File: config.mk
export PLATFORM = sky130hd
export DESIGN_NAME = corr_result_harvester
export DESIGN_NICKNAME = d
export VERILOG_FILES = /design/src/rtl/corr_result_harvester.sv
export SDC_FILE = /design/constraint.sdc
export NUM_CORES = 2
export LEC_CHECK = 0
export BUFFER_PORTS_ARGS = -buffer_cell sky130_fd_sc_hd__buf_2
export CORE_MARGIN = 5
export CORE_UTILIZATION = 50
export CTS_CLUSTER_DIAMETER = 30
export DETAILED_ROUTE_END_ITERATION = 12
export PLACE_DENSITY = 0.66
export SLEW_MARGIN = 0
export SYNTH_ARGS = -nofsm -noshare
export SYNTH_HDL_FRONTEND = slang
export SYNTH_SLANG_ARGS = --single-unit
File: constraint.sdc
create_clock -name clk -period 8.7 [get_ports clk]
set_input_delay 1.305 -clock clk [delete_from_list [all_inputs] [get_ports clk]]
set_output_delay 1.305 -clock clk [all_outputs]
set_load 0.02 [all_outputs]
File: src/rtl/corr_result_harvester.sv
// Harvests correlator results: round-robin over pending channels, reads Cnt/Low/High/Status
// over the shared register bus and streams 4-word records out of a local FIFO.
module corr_result_harvester #(
  parameter int          NCH        = 4,
  parameter logic [31:0] BASE_ADDR  = 32'hFE000630,
  parameter logic [31:0] CH_STRIDE  = 32'h00000010,
  parameter int          FIFO_WORDS = 64
) (
  input  logic           clk,
  input  logic           rst,
  input  logic [NCH-1:0] seen,
  input  logic           bus_grant,
  output logic [31:0]    m_addr,
  output logic           m_read,
  input  logic [31:0]    m_rdata,
  output logic [31:0]    rec_data,
  output logic           rec_valid,
  output logic           rec_last,
  input  logic           rec_ready,
  output logic           overrun,
  output logic [15:0]    drop_cnt
);

  localparam int CW = (NCH > 1) ? $clog2(NCH) : 1;
  localparam int AW = $clog2(FIFO_WORDS);
  localparam logic [AW:0] FILL_LIMIT = (AW+1)'(FIFO_WORDS - 4);

  typedef enum logic [2:0] {
    IDLE    = 3'd0,
    HDR     = 3'd1,
    RD_CNT  = 3'd2,
    RD_LOW  = 3'd3,
    RD_HIGH = 3'd4,
    RD_STAT = 3'd5
  } state_t;

  function automatic logic [3:0] ones(input logic [NCH-1:0] v);
    logic [3:0] n;
    n = 4'd0;
    for (int i = 0; i < NCH; i++) begin
      n = n + {3'b000, v[i]};
    end
    return n;
  endfunction

  state_t          state_r, state_s;
  logic [NCH-1:0]  seen_d_r, pending_r;
  logic            armed_r;
  logic [CW-1:0]   rr_ptr_r, sel_r;
  logic [15:0]     seq_r;
  logic            overrun_r;
  logic [15:0]     drop_cnt_r;
  logic [32:0]     fifo_mem_r [FIFO_WORDS];
  logic [AW:0]     wr_ptr_r, rd_ptr_r;

  logic [NCH-1:0]  rise_s, clr_s, over_hits_s;
  logic [16:0]     drop_sum_s;
  logic [15:0]     drop_next_s;
  logic            pick_found_s, pick_hit_s;
  logic [CW-1:0]   pick_sel_s, rr_next_s;
  logic [CW:0]     cand_s;
  logic            take_s, push_s, clr_pend_s, room_s, empty_s, pop_s;
  logic [32:0]     push_word_s, head_s;
  logic [AW:0]     fill_s;
  logic [31:0]     blk_addr_s;

  // Edge detection, pending bookkeeping inputs and saturating drop count.
  // armed_r masks the first cycle out of reset so a seen line left high is not re-captured.
  always_comb begin
    rise_s             = armed_r ? (seen & ~seen_d_r) : '0;
    clr_s              = '0;
    clr_s[sel_r]       = clr_pend_s;
    over_hits_s        = rise_s & pending_r;
    drop_sum_s         = {1'b0, drop_cnt_r} + {13'b0, ones(over_hits_s)};
    drop_next_s        = drop_sum_s[16] ? 16'hFFFF : drop_sum_s[15:0];
  end

  // Round-robin pick: first pending channel at or after rr_ptr_r, wrapping.
  always_comb begin
    pick_found_s = 1'b0;
    pick_hit_s   = 1'b0;
    pick_sel_s   = '0;
    cand_s       = '0;
    for (int i = 0; i < NCH; i++) begin
      cand_s       = {1'b0, rr_ptr_r} + (CW+1)'(i);
      cand_s       = (cand_s >= (CW+1)'(NCH)) ? (cand_s - (CW+1)'(NCH)) : cand_s;
      pick_hit_s   = ~pick_found_s & pending_r[cand_s[CW-1:0]];
      pick_sel_s   = pick_hit_s ? cand_s[CW-1:0] : pick_sel_s;
      pick_found_s = pick_found_s | pick_hit_s;
    end
    rr_next_s = (pick_sel_s == CW'(NCH-1)) ? '0 : (pick_sel_s + CW'(1));
  end

  assign fill_s     = wr_ptr_r - rd_ptr_r;
  assign empty_s    = (fill_s == '0);
  assign room_s     = (fill_s <= FILL_LIMIT);
  assign pop_s      = ~empty_s & rec_ready;
  assign head_s     = fifo_mem_r[rd_ptr_r[AW-1:0]];
  assign blk_addr_s = BASE_ADDR + (32'(sel_r) * CH_STRIDE);

  // Next-state, bus master strobes and FIFO push selection.
  always_comb begin
    state_s     = state_r;
    m_read      = 1'b0;
    m_addr      = 32'h0000_0000;
    push_s      = 1'b0;
    push_word_s = 33'h0_0000_0000;
    clr_pend_s  = 1'b0;
    take_s      = 1'b0;
    case (state_r)
      IDLE: begin
        if (pick_found_s && room_s) begin
          take_s  = 1'b1;
          state_s = HDR;
        end else begin
          state_s = IDLE;
        end
      end
      HDR: begin
        push_s      = 1'b1;
        push_word_s = {1'b0, 8'hC0, 5'b00000, 3'(sel_r), seq_r};
        state_s     = RD_CNT;
      end
      RD_CNT: begin
        m_read = bus_grant;
        m_addr = blk_addr_s;
        if (bus_grant) begin
          push_s      = 1'b1;
          push_word_s = {1'b0, m_rdata};
          state_s     = RD_LOW;
        end else begin
          state_s = RD_CNT;
        end
      end
      RD_LOW: begin
        m_read = bus_grant;
        m_addr = blk_addr_s + 32'h4;
        if (bus_grant) begin
          push_s      = 1'b1;
          push_word_s = {1'b0, m_rdata};
          state_s     = RD_HIGH;
        end else begin
          state_s = RD_LOW;
        end
      end
      RD_HIGH: begin
        m_read = bus_grant;
        m_addr = blk_addr_s + 32'h8;
        if (bus_grant) begin
          push_s      = 1'b1;
          push_word_s = {1'b1, m_rdata};
          state_s     = RD_STAT;
        end else begin
          state_s = RD_HIGH;
        end
      end
      RD_STAT: begin
        m_read = bus_grant;
        m_addr = blk_addr_s + 32'hC;
        if (bus_grant) begin
          clr_pend_s = 1'b1;
          state_s    = IDLE;
        end else begin
          state_s = RD_STAT;
        end
      end
      default: begin
        state_s = IDLE;
      end
    endcase
  end

  // FSM state, channel selection and record sequence number.
  always_ff @(posedge clk or posedge rst) begin
    if (rst) begin
      state_r  <= IDLE;
      rr_ptr_r <= '0;
      sel_r    <= '0;
      seq_r    <= 16'h0000;
    end else begin
      state_r <= state_s;
      if (take_s) begin
        sel_r    <= pick_sel_s;
        rr_ptr_r <= rr_next_s;
      end
      if (state_r == HDR) begin
        seq_r <= seq_r + 16'd1;
      end
    end
  end

  // Event capture; a new edge on an already-pending channel wins over a same-cycle clear.
  always_ff @(posedge clk or posedge rst) begin
    if (rst) begin
      seen_d_r   <= '0;
      armed_r    <= 1'b0;
      pending_r  <= '0;
      overrun_r  <= 1'b0;
      drop_cnt_r <= 16'h0000;
    end else begin
      seen_d_r  <= seen;
      armed_r   <= 1'b1;
      pending_r <= (pending_r & ~clr_s) | rise_s;
      if (|over_hits_s) begin
        overrun_r  <= 1'b1;
        drop_cnt_r <= drop_next_s;
      end
    end
  end

  // Record FIFO storage; contents are only observable while non-empty.
  always_ff @(posedge clk) begin
    if (push_s) begin
      fifo_mem_r[wr_ptr_r[AW-1:0]] <= push_word_s;
    end
  end

  // Record FIFO pointers.
  always_ff @(posedge clk or posedge rst) begin
    if (rst) begin
      wr_ptr_r <= '0;
      rd_ptr_r <= '0;
    end else begin
      if (push_s) begin
        wr_ptr_r <= wr_ptr_r + (AW+1)'(1);
      end
      if (pop_s) begin
        rd_ptr_r <= rd_ptr_r + (AW+1)'(1);
      end
    end
  end

  assign rec_valid = ~empty_s;
  assign rec_data  = empty_s ? 32'h0000_0000 : head_s[31:0];
  assign rec_last  = ~empty_s & head_s[32];
  assign overrun   = overrun_r;
  assign drop_cnt  = drop_cnt_r;

endmodule
==> flow_summary.yaml <==
sta:
  rsz0062_at_grt: "no"
  worst_pin_slew_ns: 1.35
  skew_ns: 0.0730
  hold_viol_final: 0
  finalMaxSlewViolations: 0
  timing.hold.ws_ns: 0.459
  setup_viol: 0
  period_minus_slack_ns: 7.31
  fmax_mhz: 137
  fin_ws_ns: 1.39
  period_share_pct: 84.1
  setup-tns-final_ns: 0
  slew_headroom_pct: 10.1
floorplanning:
  die_w_um: 421
  initial_core_util_pct: 50.4
  core_area_sq_mm: 0.168
  std_cell_rows: 150
  die_h_um: 421
  die_area_sq_mm: 0.177
  boundaryPins: 124
detailed_routing:
  viasPerCell: 6.52
  wl_um: 246000
  dr_total_vias: 45300
  route.detailed.drc: 0
  drt-initial-drc-count: 6768
  wire_per_inst_um: 35.4
  firstDrtPassIters: 6
  drtAntennaViolNets: 0
clock_network:
  clockBufferDepth: 4
  clk_latency_ns: 0.95
  hold_buffers: 0
  cts_setup_buffers: 0
  clkSlewWorstSetupHoldPaths_ns: 0.05
  cts_tree: "done"
  cts.sinks: 2175
  cts_resized: 0
  htree_levels: 5
  cts_root_buf: "clkbuf_16"
  numCtsBuffers: 413
placed_design:
  dp_worst_setup_slack_ns: 2.39
  place_congestion: 0.829
  place_area_sq_mm: 0.0881
  port-buffer-count: 105
  hpwl_um: 129000
  placedCellCount: 6202
final_layout:
  area_growth_syn_to_layout_pct: 21.2
  design.final.nets: 4474
  layout_commonest_cell: "edfxtp_1"
  drive_gt1_share_pct: 33.0
  postLayoutCellArea_sq_mm: 0.102
  instances_no_fill: 6952
  layout_common_cells: "2112 x edfxtp_1, 487 x mux4_2, 419 x clkbuf_16"
global_route:
  grt_max_degree: 109
  grt_pass1_wl_um: 345000
  grt_usage_pct: 27.5
  grt_pass1_vias: 45400
  antenna_found_initial: 10
  overflow: 0
synthesis:
  async_reset_ff_share_pct: 2.90
  syn_area_sq_mm: 0.0845
  synth-seq-cells: 2175
  synth_cell_types: 75
  netlist.area_leader.share_pct: 75.1
  ys_warn_count: 0
  synth-main-ff-cell: "edfxtp_1"
  synth_edf_count: 2112
  synthCells: 3985
  synth_area_leader_cell: "edfxtp_1"
  synthTopCellsByArea: "edfxtp_1 75%, mux4_2 13%, dfrtp_1 1.9%"
  synth.avg_cell_area_sq_um: 21.2
  seq_area_frac_synth_pct: 76.9
power_and_ir_drop:
  power.density_mw_per_mm2: 386
  leakage_nw: 34.1
  peakVddDrop_mv: 0.270
critical_path:
  worst-endpoint-arrival_ns: 6.01
  critPathMaxFanout: 36
  startpoint: "rd_ptr_r[1]"
  required_ns: 7.39
  critPathKind: "register to output pin"
  start_kind: "register"
  reg2reg_from: "rd_ptr_r[1]"
  endpoint_kind: "output pin"
flow_run:
  drv_cap: 0
hold_path:
  min-delay-start: "overrun"
  min_path_type: "register to register"
outcome:
  outcome: "completed"
## final timing paths
path,endpoint,slack [ns],cells after the start
worst min register to register,overrun,0.46,1
max in group asynchronous,rd_ptr_r[2],7.34,3
worst max-delay path,rec_data[5],1.39,10
worst min-delay path,overrun,0.46,1
worst max register to register,rd_ptr_r[1],3.48,10
min in group asynchronous,overrun,0.64,3
## Yosys cell counts, types with 12 or more instances
master	count
dfrtp_1	63
and3_1	15
nand2_1	119
buf_2	71
and2_1	18
o21ai_0	42
clkbuf_1	66
a22oi_1	52
a22o_1	28
inv_1	24
or3_1	12
ha_1	18
a31oi_1	18
nor2_1	154
mux4_2	487
buf_1	14
edfxtp_1	2112
o211ai_1	36
mux2i_1	115
buf_4	69
o22ai_1	116
a21oi_1	44
buf_6	16
nor2b_1	12
nand3_1	31
nor3_1	35
mux2_2	24
xor2_1	17
xnor2_1	20
## worst max-delay path, stage by stage, from the launching register on
cell and delay, ns:
dfrtp_4 0.81, inv_1 0.38, buf_4 0.32, ha_1 0.33, nor2b_4 0.14, o2111a_1 0.27, or4_1 0.56, a221oi_4 0.97
inv_2 0.65, o41a_1 0.37, buf_2 0.21
## sequential cells by signal, summed over array words and instances (netlist names), 2 cells and up, named ones only
register	cells
drop_cnt	16
fifo_mem_r	2112
pending_r	4
rd_ptr_r	7
seen_d_r	4
sel_r	2
seq_r	16
state_r	3
wr_ptr_r	7
## power breakdown
| group | switching (mW) | internal [mW] |
|---|---|---|
| registers | 0.345 | 12.7 |
| clock network | 5.35 | 11.0 |
| logic | 6.56 | 3.59 |
## metrics by stage
| step | power, mW | util (%) |
|---|---|---|
| 6_report | 39.5 | 61.1 |
| 5_1_grt | 40.6 | 61.1 |
| 4_1_cts | 39.6 | 61.1 |
| 3_5_place_dp | 23.3 | 52.5 |
| 3_3_place_gp | 23.2 | 52.5 |
| 2_1_floorplan | 19.7 | - |
## logic make-up after synthesis
group / synth area share, %
flops: 76.9
mux: 14.7
simple gates: 2.41
compound gates: 3.39
buf+inv: 1.83
xor+xnor: 0.412
fa+ha+maj: 0.338
other cells: 0.00889
## cell type report
type                            instances  area [sq um]
Tap cell                             2204          2760
Timing Repair Buffer                  238          1610
Multi-Input combinational cell       1558         18600
Fill cell                           11400         65200
Clock buffer                          449         10600
Antenna cell                            4          10.0
Inverter                               27           101
Clock inverter                        297          3720
Sequential cell                      2175         65000
## layer usage
| layer | track usage, % | up-vias | wire length [um] |
|---|---|---|---|
| met4 | 10.8 | 8 | 10200 |
| met2 | 43.1 | 3142 | 116000 |
| met5 | 0 | - | 41 |
| met1 | 37.2 | 23900 | 89800 |
| li1 | - | 17700 | - |
| met3 | 7.38 | 623 | 29200 |
Power figures use the tool's default switching activity.
